**src/rtl/tlul_sram_responder.sv**
```systemverilog
// TL-UL device endpoint in front of a single-port SRAM with a one-cycle read latency.
// Requests are checked, performed on the SRAM, and acknowledged in acceptance order.
package tlul_pkg;

    typedef enum logic [2:0] {
        PutFullData    = 3'd0,
        PutPartialData = 3'd1,
        Get            = 3'd4
    } tl_a_op_e;

    typedef enum logic [2:0] {
        AccessAck     = 3'd0,
        AccessAckData = 3'd1
    } tl_d_op_e;

    typedef struct packed {
        logic        a_valid;
        logic [2:0]  a_opcode;
        logic [2:0]  a_param;
        logic [1:0]  a_size;
        logic [7:0]  a_source;
        logic [31:0] a_address;
        logic [3:0]  a_mask;
        logic [31:0] a_data;
        logic        d_ready;
    } tl_h2d_t;

    typedef struct packed {
        logic        d_valid;
        logic [2:0]  d_opcode;
        logic [2:0]  d_param;
        logic [1:0]  d_size;
        logic [7:0]  d_source;
        logic        d_sink;
        logic [31:0] d_data;
        logic        d_user;
        logic        d_error;
        logic        a_ready;
    } tl_d2h_t;

endpackage

module tlul_sram_responder
    import tlul_pkg::*;
#(
    parameter int Depth       = 1024,
    parameter int AddrWidth   = $clog2(Depth),
    parameter int Outstanding = 3
) (
    input  logic                 clk_i,
    input  logic                 rst_i,
    input  tl_h2d_t              tl_i,
    output tl_d2h_t              tl_o,
    output logic                 req_o,
    output logic                 we_o,
    output logic [AddrWidth-1:0] addr_o,
    output logic [31:0]          wdata_o,
    output logic [31:0]          wmask_o,
    input  logic [31:0]          rdata_i
);

    localparam int PtrW = (Outstanding > 1) ? $clog2(Outstanding) : 1;
    localparam int Slots = 1 << PtrW;
    localparam logic [3:0] MaxCount = 4'(Outstanding);
    localparam logic [PtrW-1:0] LastPtr = PtrW'(Outstanding - 1);
    localparam logic [PtrW-1:0] PtrOne = PtrW'(1);
    localparam logic [PtrW:0] OccOne = (PtrW + 1)'(1);
    localparam logic [AddrWidth:0] DepthLim = (AddrWidth + 1)'(Depth);

    typedef struct packed {
        logic [2:0] opcode;
        logic [1:0] size;
        logic [7:0] source;
        logic       error;
        logic       get;
    } meta_t;

    typedef struct packed {
        logic [2:0]  opcode;
        logic [1:0]  size;
        logic [7:0]  source;
        logic        error;
        logic [31:0] data;
    } rsp_t;

    logic [3:0]          count_q, count_d;
    logic                stg_valid_q, stg_valid_d;
    meta_t               stg_q, stg_d;
    rsp_t                fifo_q [Slots];
    rsp_t                fifo_d [Slots];
    logic [PtrW-1:0]     wr_ptr_q, wr_ptr_d, rd_ptr_q, rd_ptr_d;
    logic [PtrW:0]       occ_q, occ_d;

    logic                a_ready, accept, push, pop, d_valid;
    logic                is_get, op_ok, misaligned, out_of_range, req_err;
    logic [3:0]          covered;
    logic [AddrWidth-1:0] word_idx;
    rsp_t                push_entry;
    logic                unused_bits;

    assign unused_bits = ^{tl_i.a_param, tl_i.a_address[31:AddrWidth+2]};

    // Request decode: lanes a legal access of this size/offset may touch.
    always_comb begin
        // NOTE: every combinational output gets a default first so no path can infer a latch.
        covered = 4'b0000;
        case (tl_i.a_size)
            2'd0:    covered = 4'b0001 << tl_i.a_address[1:0];
            2'd1:    covered = 4'b0011 << tl_i.a_address[1:0];
            2'd2:    covered = 4'b1111;
            default: covered = 4'b0000;
        endcase
    end

    assign word_idx     = tl_i.a_address[AddrWidth+1:2];
    assign is_get       = (tl_i.a_opcode == Get);
    assign op_ok        = is_get || (tl_i.a_opcode == PutFullData) || (tl_i.a_opcode == PutPartialData);
    assign misaligned   = ((tl_i.a_size == 2'd1) && tl_i.a_address[0]) ||
                          ((tl_i.a_size == 2'd2) && (tl_i.a_address[1:0] != 2'b00));
    assign out_of_range = ({1'b0, word_idx} >= DepthLim);
    assign req_err      = !op_ok || (tl_i.a_size > 2'd2) || misaligned || out_of_range ||
                          ((tl_i.a_mask & ~covered) != 4'b0000) ||
                          ((tl_i.a_opcode == PutFullData) && (tl_i.a_mask != covered));

    // a_ready comes from registered state only, so it never waits on a_valid.
    assign a_ready = !rst_i && (count_q < MaxCount);
    assign accept  = tl_i.a_valid && a_ready;
    assign req_o   = accept && !req_err;
    assign we_o    = req_o && !is_get;
    assign addr_o  = word_idx;
    assign wdata_o = tl_i.a_data;
    assign wmask_o = {{8{tl_i.a_mask[3]}}, {8{tl_i.a_mask[2]}},
                      {8{tl_i.a_mask[1]}}, {8{tl_i.a_mask[0]}}};

    assign d_valid = (occ_q != '0);
    assign push    = stg_valid_q;
    assign pop     = d_valid && tl_i.d_ready;

    always_comb begin
        stg_valid_d   = accept;
        stg_d.opcode  = is_get ? AccessAckData : AccessAck;
        stg_d.size    = tl_i.a_size;
        stg_d.source  = tl_i.a_source;
        stg_d.error   = req_err;
        stg_d.get     = is_get;

        push_entry.opcode = stg_q.opcode;
        push_entry.size   = stg_q.size;
        push_entry.source = stg_q.source;
        push_entry.error  = stg_q.error;
        push_entry.data   = stg_q.get ? (stg_q.error ? 32'hFFFF_FFFF : rdata_i) : 32'h0;

        fifo_d   = fifo_q;
        wr_ptr_d = wr_ptr_q;
        rd_ptr_d = rd_ptr_q;
        if (push) begin
            fifo_d[wr_ptr_q] = push_entry;
            wr_ptr_d = (wr_ptr_q == LastPtr) ? '0 : wr_ptr_q + PtrOne;
        end
        if (pop) begin
            rd_ptr_d = (rd_ptr_q == LastPtr) ? '0 : rd_ptr_q + PtrOne;
        end

        case ({push, pop})
            2'b10:   occ_d = occ_q + OccOne;
            2'b01:   occ_d = occ_q - OccOne;
            default: occ_d = occ_q;
        endcase

        case ({accept, pop})
            2'b10:   count_d = count_q + 4'd1;
            2'b01:   count_d = count_q - 4'd1;
            default: count_d = count_q;
        endcase
    end

    always_ff @(posedge clk_i) begin
        // NOTE: sequential state uses non-blocking assignments so every flop samples pre-edge values.
        if (rst_i) begin
            count_q     <= '0;
            stg_valid_q <= 1'b0;
            wr_ptr_q    <= '0;
            rd_ptr_q    <= '0;
            occ_q       <= '0;
        end else begin
            count_q     <= count_d;
            stg_valid_q <= stg_valid_d;
            wr_ptr_q    <= wr_ptr_d;
            rd_ptr_q    <= rd_ptr_d;
            occ_q       <= occ_d;
        end
    end

    // NOTE: response storage has no reset; the valid bit and pointers alone decide what is live.
    always_ff @(posedge clk_i) begin
        stg_q  <= stg_d;
        fifo_q <= fifo_d;
    end

    always_comb begin
        tl_o          = '0;
        tl_o.d_valid  = d_valid;
        tl_o.d_opcode = fifo_q[rd_ptr_q].opcode;
        tl_o.d_size   = fifo_q[rd_ptr_q].size;
        tl_o.d_source = fifo_q[rd_ptr_q].source;
        tl_o.d_data   = fifo_q[rd_ptr_q].data;
        tl_o.d_error  = fifo_q[rd_ptr_q].error;
        tl_o.a_ready  = a_ready;
    end

endmodule

```
**config.mk**
```make
export PLATFORM = sky130hd
export DESIGN_NAME = tlul_sram_responder
export DESIGN_NICKNAME = d
export VERILOG_FILES = /design/src/rtl/tlul_sram_responder.sv
export SDC_FILE = /design/constraint.sdc
export NUM_CORES = 1
export LEC_CHECK = 0
export ABC_AREA = 1
export BUFFER_PORTS_ARGS = -buffer_cell sky130_fd_sc_hd__clkbuf_2
export CAP_MARGIN = 15
export CORE_MARGIN = 5
export CORE_UTILIZATION = 56
export DETAILED_ROUTE_END_ITERATION = 6
export PLACE_DENSITY = 0.91
export SETUP_SLACK_MARGIN = 0.1
export SLEW_MARGIN = 10
export SYNTH_ARGS = -nofsm -noshare
export SYNTH_HDL_FRONTEND = slang
export SYNTH_SLANG_ARGS = --single-unit
```
**constraint.sdc**
```tcl
create_clock -name clk_i -period 10.75 [get_ports clk_i]
set_input_delay 0.5375 -clock clk_i [delete_from_list [all_inputs] [get_ports clk_i]]
set_output_delay 0.5375 -clock clk_i [all_outputs]
set_load 0.005 [all_outputs]
```
Word-level counts from Yosys, hierarchy flattened. Cells that the tools add are included.

Bits in registers: 209. Word-level logic and storage cells: 99. Input port bits: 120. Output and inout bits: 129.

Eq/ne operators: 11. Add/subtract/negate cells: 6. Mux-type cells: 14. Reduce and logical (&&, ||, !) cells: 27. Order comparisons: 5. Shifts and indexed selects: 2. Bitwise logic cells: 4.

Operators with widths (count): bitwise mux 184 bit (1); 2-to-1 mux 46 bit (3); binary-select mux 46 bit (select 2 bit) (1); demux 46 bit (select 2 bit) (1); 2-to-1 mux 32 bit (2); one-hot mux 4 bit (3 select lines) (1); equality test 2 bit, second input constant (5); logical AND 1 bit (9); one-hot mux 4 bit (2 select lines) (1); logical OR 1 bit (7); equality test 2 x 1 -> 1 bit, second input constant (3); greater-or-equal comparator 3 bit, second input constant (2); NOT 2 -> 3 bit (2); one-hot mux 3 bit (2 select lines) (1); nonzero test 2 bit (3); adder 2 x 1 -> 2 bit, second input constant (2); adder 4 x 1 -> 4 bit, second input constant (1); AND 4 bit (1); logical NOT 1 bit (4); < comparator 4 x 2 -> 1 bit, second input constant (1); 2-to-1 mux 2 bit (2); inequality test 4 bit (1); NOT 4 bit (1); nonzero test 4 bit (1); other kinds (13) (13).

Depth between registers and ports, before layout.
Word-level depth: 11. Depth in mapped cells: 13. Mapped depth without buffers: 13.

Least setup slack after synthesis. No wires, ideal clock.

Path type: register -> register. Start: register stg_valid_q (netlist: push). End: register fifo_q[100] (netlist name), enable pin. Data arrival time: 3503 ps. Cell stages (with the launch flop): 3. Slack: 6745 ps. Period minus slack after synthesis: 4005 ps. Required time: 10247 ps. Path through: dfxtp_1 -> inv_1 -> nor3_1.

RTL lines: start: declaration (RTL line 87) `logic stg_valid_q, stg_valid_d;`; start signal: assignment (RTL line 187) `stg_valid_q <= stg_valid_d;`; end signal: assignment (RTL line 197) `fifo_q <= fifo_d;`; end: declaration (RTL line 89) `rsp_t fifo_q [Slots];`.

No word-level cell between the ends.

==> flow_summary.toml <==
[status]
status = "completed"

[finish]
seq_area_sq_um = 5769
multi_input_area_sq_um = 2044
areaGrowthSynthToFinish_pct = 9.368
drive_gt1_frac = 0.3324
layout_common_cells = "edfxtp_1 (176), clkbuf_2 (134), nor2_1 (86), mux2i_1 (44), a22oi_2 (40)"
fillers = 1131
final_common_cell = "edfxtp_1"
num_antenna_cells = 0
final_nets = 815
fin_cells = 886

[worst_setup_path]
path_max_fanout = 46
worstPathArrival_ns = 2.55
end_kind = "output pin"
rr_startpoint = "count_q[3]$_SDFFE_PP0P_"
r2r_setup_slack_ns = 8.63
rr_worst_depth = 12
crit_type = "flop to output pin"
setup.worst_path.start_class = "flop"
r2r-end = "count_q[3]$_SDFFE_PP0P_"
startpoint = "rd_ptr_q[1]$_SDFFE_PP0N_"
required_ns = 10.21

[sta]
finalSetupViolCount = 0
slew_viol_final = 0
max_freq_ghz = 0.3243
worst_pin_slew_ns = 1.080
skew_ns = 0.008990
fin_setup_tns_ns = 0
fin_crit_ns = 3.083
hold_viol_final = 0
period_share = 0.2868
fin_hold_ws_ns = 0.2120
rsz0062_at_grt = "no"
maxSlewHeadroom = 0.2792

[worst_hold_path]
whs_endpoint = "push_entry[39]$_DFF_P_"
min_path_cells = 1
worstHoldStart = "tl_i[75]"
hp-class = "input pin to flop"

[clock_network]
clock_path_buffers = 2
cts_resized = 0
root_buffer = "clkbuf_16"
hold_buffers = 0
htree_levels = 4
cts_buffers = 17
clkLatencyLatePin_ns = 0.43
tritoncts = "yes"
cts_sinks = 200
post_cts_buffers = 0
path_clk_slew_ns = 0.07

[detailed_routing]
wl_met2_um = 8160
wl_per_cell_um = 18.39
top_layer = "met4"
drc = 0
routed_wl_um = 16290
dr.pass1.iters = 5
wl_met1_um = 6763
vias = 4798
via_per_inst = 5.415
ant_nets = 0
drt_iter0_markers = 392
met3WireLength_um = 960

[global_route]
grt_max_degree = 48
grt_pass1_vias = 4808
grt_overflow = 0
grt_pass1_wl_um = 25260
antenna_found_initial = 0
grt.total_usage = 0.1834

[synthesis]
synth_top_area_frac = 0.6069
synthTopCellsByArea = "edfxtp_1 (61%), buf_4 (7.3%), a22oi_2 (5.7%), dfxtp_1 (5.5%), mux2i_1 (5.1%)"
ys_async_sr_fraction = 0
netlist_area_sq_um = 8708
yosysWarnings = 0
synth_area_leader_cell = "edfxtp_1"
synthCells = 624
ys_seq_area_frac = 0.6621
synth_edf_count = 176
ys_types = 33
postSynthAreaPerCell_sq_um = 13.96
synth_seq_cells = 200
ys.flop_type = "edfxtp_1"

[floorplanning]
die_w_um = 134.7
io_pins = 249
die-area_sq_um = 18140
start_util = 0.5728
rows = 45
die_h_um = 134.7
core_area_sq_um = 15200

[power_and_ir_drop]
p_leak_nw = 3.519
ir_drop_uv = 145.2
cellPowerDensity_nw_per_um2 = 241.4

[job]
cap_violations = 0

[place]
placedCellCount = 854
dp_hpwl_um = 9793
place.gp.congestion = 0.7744
port_buffers = 134
[per-layer routing]
metal	GRT usage	vias up
met5	0	-
met3	0.04024	49
li1	-	2276
met2	0.3071	147
met1	0.2329	2326
met4	0.07523	0
[power by group]
group,internal [mW],total [mW],switching (mW)
clock,0.410,0.667,0.257
sequential,0.906,0.972,0.0667
combinational,0.289,0.659,0.370
total,1.60,2.30,0.694
[kinds of logic (layout without fill, tap and decap cells)]
family,Yosys count,in the layout,synth area share
AOI/OAI and AO/OA,111,111,0.1050
xor gates and xnor gates,1,1,0.001006
adders and majority gates,10,10,0.01609
buffers and inverters,134,202,0.1080
DFF,200,200,0.6621
muxes,44,44,0.05057
other,1,7,0.0004306
and+or+nand+nor,123,123,0.05675
[sequential cells by signal (all words and copies together), names as in the netlist]
register / count
wr_ptr_q: 2
push_entry: 11
push: 1
count_q: 4
occ_q: 3
stg_q: 1
rd_ptr_q: 2
fifo_q: 176
[synthesized netlist by cell type, types with 9 or more instances]
cell type	n
edfxtp_1	176
o21ai_0	10
clkbuf_1	9
a22oi_2	40
nand2_1	23
nor2_1	86
buf_4	85
o21ai_2	11
inv_1	25
a21oi_1	11
o21ai_1	31
mux2i_1	44
dfxtp_1	24
[how the worst max path moves through the flow]
stage / end / cells past startpoint
after CTS: tl_o[16] / 6
after global placement: tl_o[14] / 6
final: tl_o[16] / 6
after floorplan: fifo_q[100]$_DFFE_PP_ / 2
after global routing: tl_o[16] / 6
after detailed placement: tl_o[16] / 6
[stage by stage]
stage / instance area [sq um] / total power, mW / worst slack (ns) / util
2_1_floorplan: 8731 / 1.486 / 6.745 / -
3_3_place_gp: 8892 / 1.647 / 8.111 / 0.5849
3_5_place_dp: 8892 / 1.661 / 8.101 / 0.5849
4_1_cts: 9524 / 2.328 / 7.621 / 0.6265
5_1_grt: 9524 / 2.424 / 7.482 / 0.6265
6_report: 9524 / 2.299 / 7.667 / 0.6265
[final cells by class]
| type | count | share of cell area |
|---|---|---|
| Clock inverter | 14 | 0.02128 |
| Sequential cell | 200 | 0.6058 |
| Multi-Input combinational cell | 296 | 0.2147 |
| Inverter | 28 | 0.01182 |
| Timing Repair Buffer | 142 | 0.07672 |
| Clock buffer | 18 | 0.04506 |
| Tap cell | 188 | 0.02470 |
[worst max-delay path: stages (launching register included)]
cell and delay [ns]:
dfxtp_1 0.35, inv_2 0.79, nand2_4 0.12, inv_8 0.38, a22oi_1 0.12, o21ai_0 0.17
clkbuf_2 0.17
Note: power is estimated with default switching activity, not from simulation.
